[src/rtl/hazard_pkg.sv]
// Shared forwarding codes, select type and defaults for the hazard/forwarding unit.
// Build option: HAZARD_FWD_LOAD_EN enables load-data forwarding from MEM/WB.
package hazard_pkg;

  typedef logic [1:0] fwd_sel_t;

  localparam fwd_sel_t FWD_RF       = 2'b00;
  localparam fwd_sel_t FWD_MEMWB    = 2'b01;
  localparam fwd_sel_t FWD_EXMEM    = 2'b10;
  localparam fwd_sel_t FWD_MEMWB_LD = 2'b11;

  localparam int HZ_CNT_W = 16;

  // Youngest writer wins; an EX/MEM load only forwards when ld_en is set.
  function automatic fwd_sel_t fwd_pick(
    input logic idex_m,
    input logic idex_ld,
    input logic exmem_m,
    input logic exmem_ld,
    input logic ld_en
  );
    fwd_sel_t s;
    s = FWD_RF;
    if (idex_m && !idex_ld)
      s = FWD_EXMEM;
    else if (exmem_m && !exmem_ld)
      s = FWD_MEMWB;
    else if (exmem_m && exmem_ld && ld_en)
      s = FWD_MEMWB_LD;
    return s;
  endfunction

endpackage

[src/rtl/hazard_fwd_unit_fwd_match.sv]
// Single read-port vs writer-stage comparator.
// Register 0 never matches since it is hardwired to zero.
module fwd_match #(
  parameter int AW = 4
) (
  input  logic [AW-1:0] addr,
  input  logic          valid,
  input  logic [AW-1:0] waddr,
  input  logic          wen,
  output logic          match
);

  assign match = valid & wen &
                 (waddr != '0) &
                 (waddr == addr);

endmodule

[src/rtl/hazard_fwd_unit.sv]
// Forwarding select and load-use stall generation for NRP read ports.
// Build option: HAZARD_FWD_LOAD_EN (forward load data, 1-cycle load-use).
module hazard_fwd_unit
  import hazard_pkg::*;
#(
  parameter int AW    = 4,
  parameter int NRP   = 3,
  parameter int CNT_W = HZ_CNT_W
) (
  input  logic             clk,
  input  logic             rst,
  input  logic [NRP*AW-1:0] id_raddr,
  input  logic [NRP-1:0]   id_rvalid,
  input  logic [AW-1:0]    idex_waddr,
  input  logic [AW-1:0]    exmem_waddr,
  input  logic [AW-1:0]    memwb_waddr,
  input  logic             idex_wen,
  input  logic             exmem_wen,
  input  logic             memwb_wen,
  input  logic             idex_mem2reg,
  input  logic             exmem_mem2reg,
  input  logic             flush,
  output logic [NRP*2-1:0] fwd_sel,
  output logic             stall,
  output logic             bubble,
  output logic [CNT_W-1:0] stall_count
);

`ifdef HAZARD_FWD_LOAD_EN
  localparam logic LD_EN = 1'b1;
`else
  localparam logic LD_EN = 1'b0;
`endif

  logic [NRP-1:0]   m_idex;
  logic [NRP-1:0]   m_exmem;
  logic [NRP*2-1:0] sel_nxt;
  logic             hazard;

  // WB writes land in the RF before ID reads, so MEM/WB is never compared.
  wire unused_memwb = &{1'b0, memwb_waddr, memwb_wen};

  genvar gi;
  generate
    for (gi = 0; gi < NRP; gi++) begin : g_port
      fwd_match #(.AW(AW)) u_idex (
        .addr  (id_raddr[gi*AW +: AW]),
        .valid (id_rvalid[gi]),
        .waddr (idex_waddr),
        .wen   (idex_wen),
        .match (m_idex[gi])
      );
      fwd_match #(.AW(AW)) u_exmem (
        .addr  (id_raddr[gi*AW +: AW]),
        .valid (id_rvalid[gi]),
        .waddr (exmem_waddr),
        .wen   (exmem_wen),
        .match (m_exmem[gi])
      );
    end
  endgenerate

  always_comb begin
    sel_nxt = '0;
    hazard  = 1'b0;
    for (int i = 0; i < NRP; i++) begin
      if (m_idex[i] && idex_mem2reg)
        hazard = 1'b1;
      if (!LD_EN && m_exmem[i] && exmem_mem2reg)
        hazard = 1'b1;
      sel_nxt[i*2 +: 2] = fwd_pick(m_idex[i], idex_mem2reg,
                                   m_exmem[i], exmem_mem2reg,
                                   LD_EN);
    end
  end

  assign stall  = hazard & ~flush;
  assign bubble = hazard & ~flush;

  always_ff @(posedge clk) begin
    if (rst)
      fwd_sel <= '0;
    else if (stall || flush)
      fwd_sel <= '0;
    else
      fwd_sel <= sel_nxt;
  end

  always_ff @(posedge clk) begin
    if (rst)
      stall_count <= '0;
    else if (stall && (stall_count != '1))
      stall_count <= stall_count + 1'b1;
  end

endmodule

[config.mk]
export PLATFORM = sky130hd
export DESIGN_NAME = hazard_fwd_unit
export DESIGN_NICKNAME = d
export VERILOG_FILES = /design/src/rtl/hazard_pkg.sv /design/src/rtl/hazard_fwd_unit_fwd_match.sv /design/src/rtl/hazard_fwd_unit.sv
export SDC_FILE = /design/constraint.sdc
export NUM_CORES = 1
export LEC_CHECK = 0
export CORE_UTILIZATION = 40
export DETAILED_ROUTE_END_ITERATION = 6
export PLACE_DENSITY_LB_ADDON = 0.08
export SKIP_LAST_GASP = 1
export SYNTH_ARGS = -nofsm -noshare
export SYNTH_HDL_FRONTEND = slang
export SYNTH_SLANG_ARGS = --single-unit
[constraint.sdc]
create_clock -name clk -period 3.2 [get_ports clk]
set_input_delay 0.8 -clock clk [delete_from_list [all_inputs] [get_ports clk]]
set_output_delay 0.8 -clock clk [all_outputs]
set_load 0.01 [all_outputs]
==> metrics.cfg <==
[setup_path]
timing.rr.start=stall_count[4]$_SDFFE_PP0P_
cp-endpoint=stall
ff2ff_setup_slack_ps=580
critical_path_class=primary input to primary output
rr_worst_depth=6
worst-path-max-fanout=2
cp-start-kind=primary input
required_ps=2400
arrival_ps=2350
worstSetupEndpointType=primary output
startpoint=id_raddr[2]
r2r-end=stall_count[11]$_SDFFE_PP0P_

[global_route]
antenna_found_initial=0
gr-total-overflow=0
use_met1_pct=27.71
grt_max_degree=32
use_met2_pct=40.89
grt_pass1_vias=1617
gr-max-usage-layer=met2
use_met3_pct=4.225
grt_pass1_wl_mm=7.514
grt_usage_pct=23.07

[die]
initial_core_util_pct=42.48
die_h_um=65.06
io_pins=59
die_area_um2=4232
core_um2=3744
num_rows=22
die_w_um=65.06

[synth]
synthCells=181
synth_fp_nets=217
synth_area_leader_cell=dfxtp_1
synth_common_cells=dfxtp_1 (22), nor2_1 (20), xor2_1 (18)
synth-seq-cells=22
syn_area_um2=1590
synth_cell_types=36
synth-edff-count=0
synth_top_area_share_pct=27.69
synthArstFlopShare_pct=0
synth-seq-area-share_pct=27.69
yosysMostFrequentCell=dfxtp_1
ys.flop_type=dfxtp_1
synth_area_leaders=dfxtp_1 (28%), xor2_1 (9.9%), mux2_2 (7.1%), nor2b_1 (5.1%), nor2_1 (4.7%)
ys.warnings.count=0
avgSynthCellArea_um2=8.786

[sta]
slew_headroom_pct=34.74
rsz0062_at_grt=no
maxSlewViolCount=0
final_hold_viol_count=0
period_share_pct=98.40
period_minus_slack_ps=3149
max_clock_freq_mhz=317.6
report.final.setup_viol=0
clock_skew_ps=8.895
tightest_slew_ps=976.8

[power_and_ir_drop]
leakage_nw=0.9476
p_per_area_nw_per_um2=277.5
ir_drop_v=0.0002027

[drt]
vias=1614
drtIter0Drc=52
detail_route.first_pass.iterations=4
routed_wl_mm=4.530
drt-vias-per-instance=5.362
wl_per_cell_um=15.05
antenna_left=0
drc=0

[place]
dp_hpwl_mm=3.370
dp_cells=293
place_congestion=0.9032
io_buffers=53

[cts]
root_buffer=clkbuf_8
clk_pin_slew_ps=90
cts_tree=built
htree_levels=1
cts_buffers=3
clock_path_buffers=2
clock_sinks=22
hold_buffers=0
clk_latency_ps=270

[min_path]
whs_path_depth=2
min_path_type=flop to flop

[flow_run]
drv_cap=0

[layout]
final_nets=290
antenna_cells=0
drive_gt1_share_pct=26.09
area_delta_synth_final_pct=53.74
instances_no_fill=301
fin_util_pct=65.31

[run_status]
status=completed

==> flip-flops by register name, indices dropped and copies added (netlist names) <==
register	cells
stall_count	16
fwd_sel	6
==> metal layers <==
layer	vias to the layer above	wire, um
li1	799	-
met1	741	2039
met2	66	2218
met3	8	210
met4	0	62
met5	-	0
==> cell usage in the layout (no fill, tap or decap), drive strengths merged <==
cell and count:
a211o 3, a211oi 11, a21oi 4, a31o 1
a31oi 1, and3 1, buf 25, bufinv 1
clkbuf 6, clkdlybuf4s15 1, clkdlybuf4s50 36, dfxtp 22
dlygate4sd2 4, dlymetal6s2s 7, ha 1, inv 5
mux2 13, nand2 11, nand3 8, nand4 7
nor2 20, nor2b 13, nor3 6, nor4 5
o211a 3, o211ai 2, o21bai 1, o221ai 3
o31a 1, o31ai 1, o41a 2, or2 1
or3 2, or4 1, xnor2 6, xor2 18
==> report_power, final <==
group	internal (mW)	switching, mW	total [mW]
registers	0.274	0.000653	0.275
clock network	0.167	0.0986	0.266
logic	0.0685	0.0694	0.138
==> cells by family (layout without fill, tap and decap cells) <==
group,Yosys count,count (layout),synth area share [%]
and+or+nand+nor,75,75,25.33
AOI/OAI and AO/OA,33,33,18.57
xor gates and xnor gates,24,24,13.22
DFF,22,22,27.69
muxes,13,13,9.913
buffers and inverters,13,85,4.484
adders and majority gates,1,1,0.7867
==> worst max-delay path, cell delays in order <==
cell and delay, ps:
clkdlybuf4s50_1 450, xor2_1 160, nor3_1 150, nand4_1 170, a31o_2 270, a21oi_4 190, buf_2 160
==> final cells by class <==
| class | count | area, um2 |
|---|---|---|
| well taps | 48 | 60.06 |
| multi-input cells | 146 | 1154 |
| inverters | 5 | 18.77 |
| repair buffers | 76 | 700.7 |
| flip-flops and latches | 22 | 440.4 |
| clock inverters | 1 | 30.03 |
| clock buffers | 3 | 41.29 |
| fillers | 327 | 1299 |
==> worst min-delay path by stage <==
| stage | from | end | slack (ps) |
|---|---|---|---|
| 2_1_floorplan | stall_count[1]$_SDFFE_PP0P_ | stall_count[1]$_SDFFE_PP0P_ | 540 |
| 4_1_cts | stall_count[1]$_SDFFE_PP0P_ | stall_count[1]$_SDFFE_PP0P_ | 560 |
| 6_report | stall_count[1]$_SDFFE_PP0P_ | stall_count[1]$_SDFFE_PP0P_ | 560 |
| 3_5_place_dp | stall_count[1]$_SDFFE_PP0P_ | stall_count[1]$_SDFFE_PP0P_ | 540 |
| 3_3_place_gp | stall_count[1]$_SDFFE_PP0P_ | stall_count[1]$_SDFFE_PP0P_ | 520 |
| 5_1_grt | stall_count[4]$_SDFFE_PP0P_ | stall_count[4]$_SDFFE_PP0P_ | 610 |
==> per-stage QoR <==
| stage | total power, mW | setup TNS (ps) | setup slack (ps) | area, um2 | hold WS (ps) |
|---|---|---|---|---|---|
| 2_1_floorplan | 0.3334 | 0 | 163.0 | 1590 | 538.3 |
| 3_3_place_gp | 0.4019 | -1286 | -644.8 | 2271 | 524.9 |
| 3_5_place_dp | 0.4060 | -1495 | -708.9 | 2271 | 544.7 |
| 4_1_cts | 0.6773 | 0 | 0.6439 | 2404 | 559.8 |
| 5_1_grt | 0.7053 | 0 | 0.4023 | 2445 | 606.3 |
| 6_report | 0.6785 | 0 | 51.26 | 2445 | 558.7 |
==> repair_timing <==
item,4_1_cts,5_1_grt
pin swaps,7,12
buffers inserted,3,1
gates resized for setup,25,18
cloned,0,0
setup endpoints to repair,2,2
No activity file was read; power rests on OpenSTA's default activity.
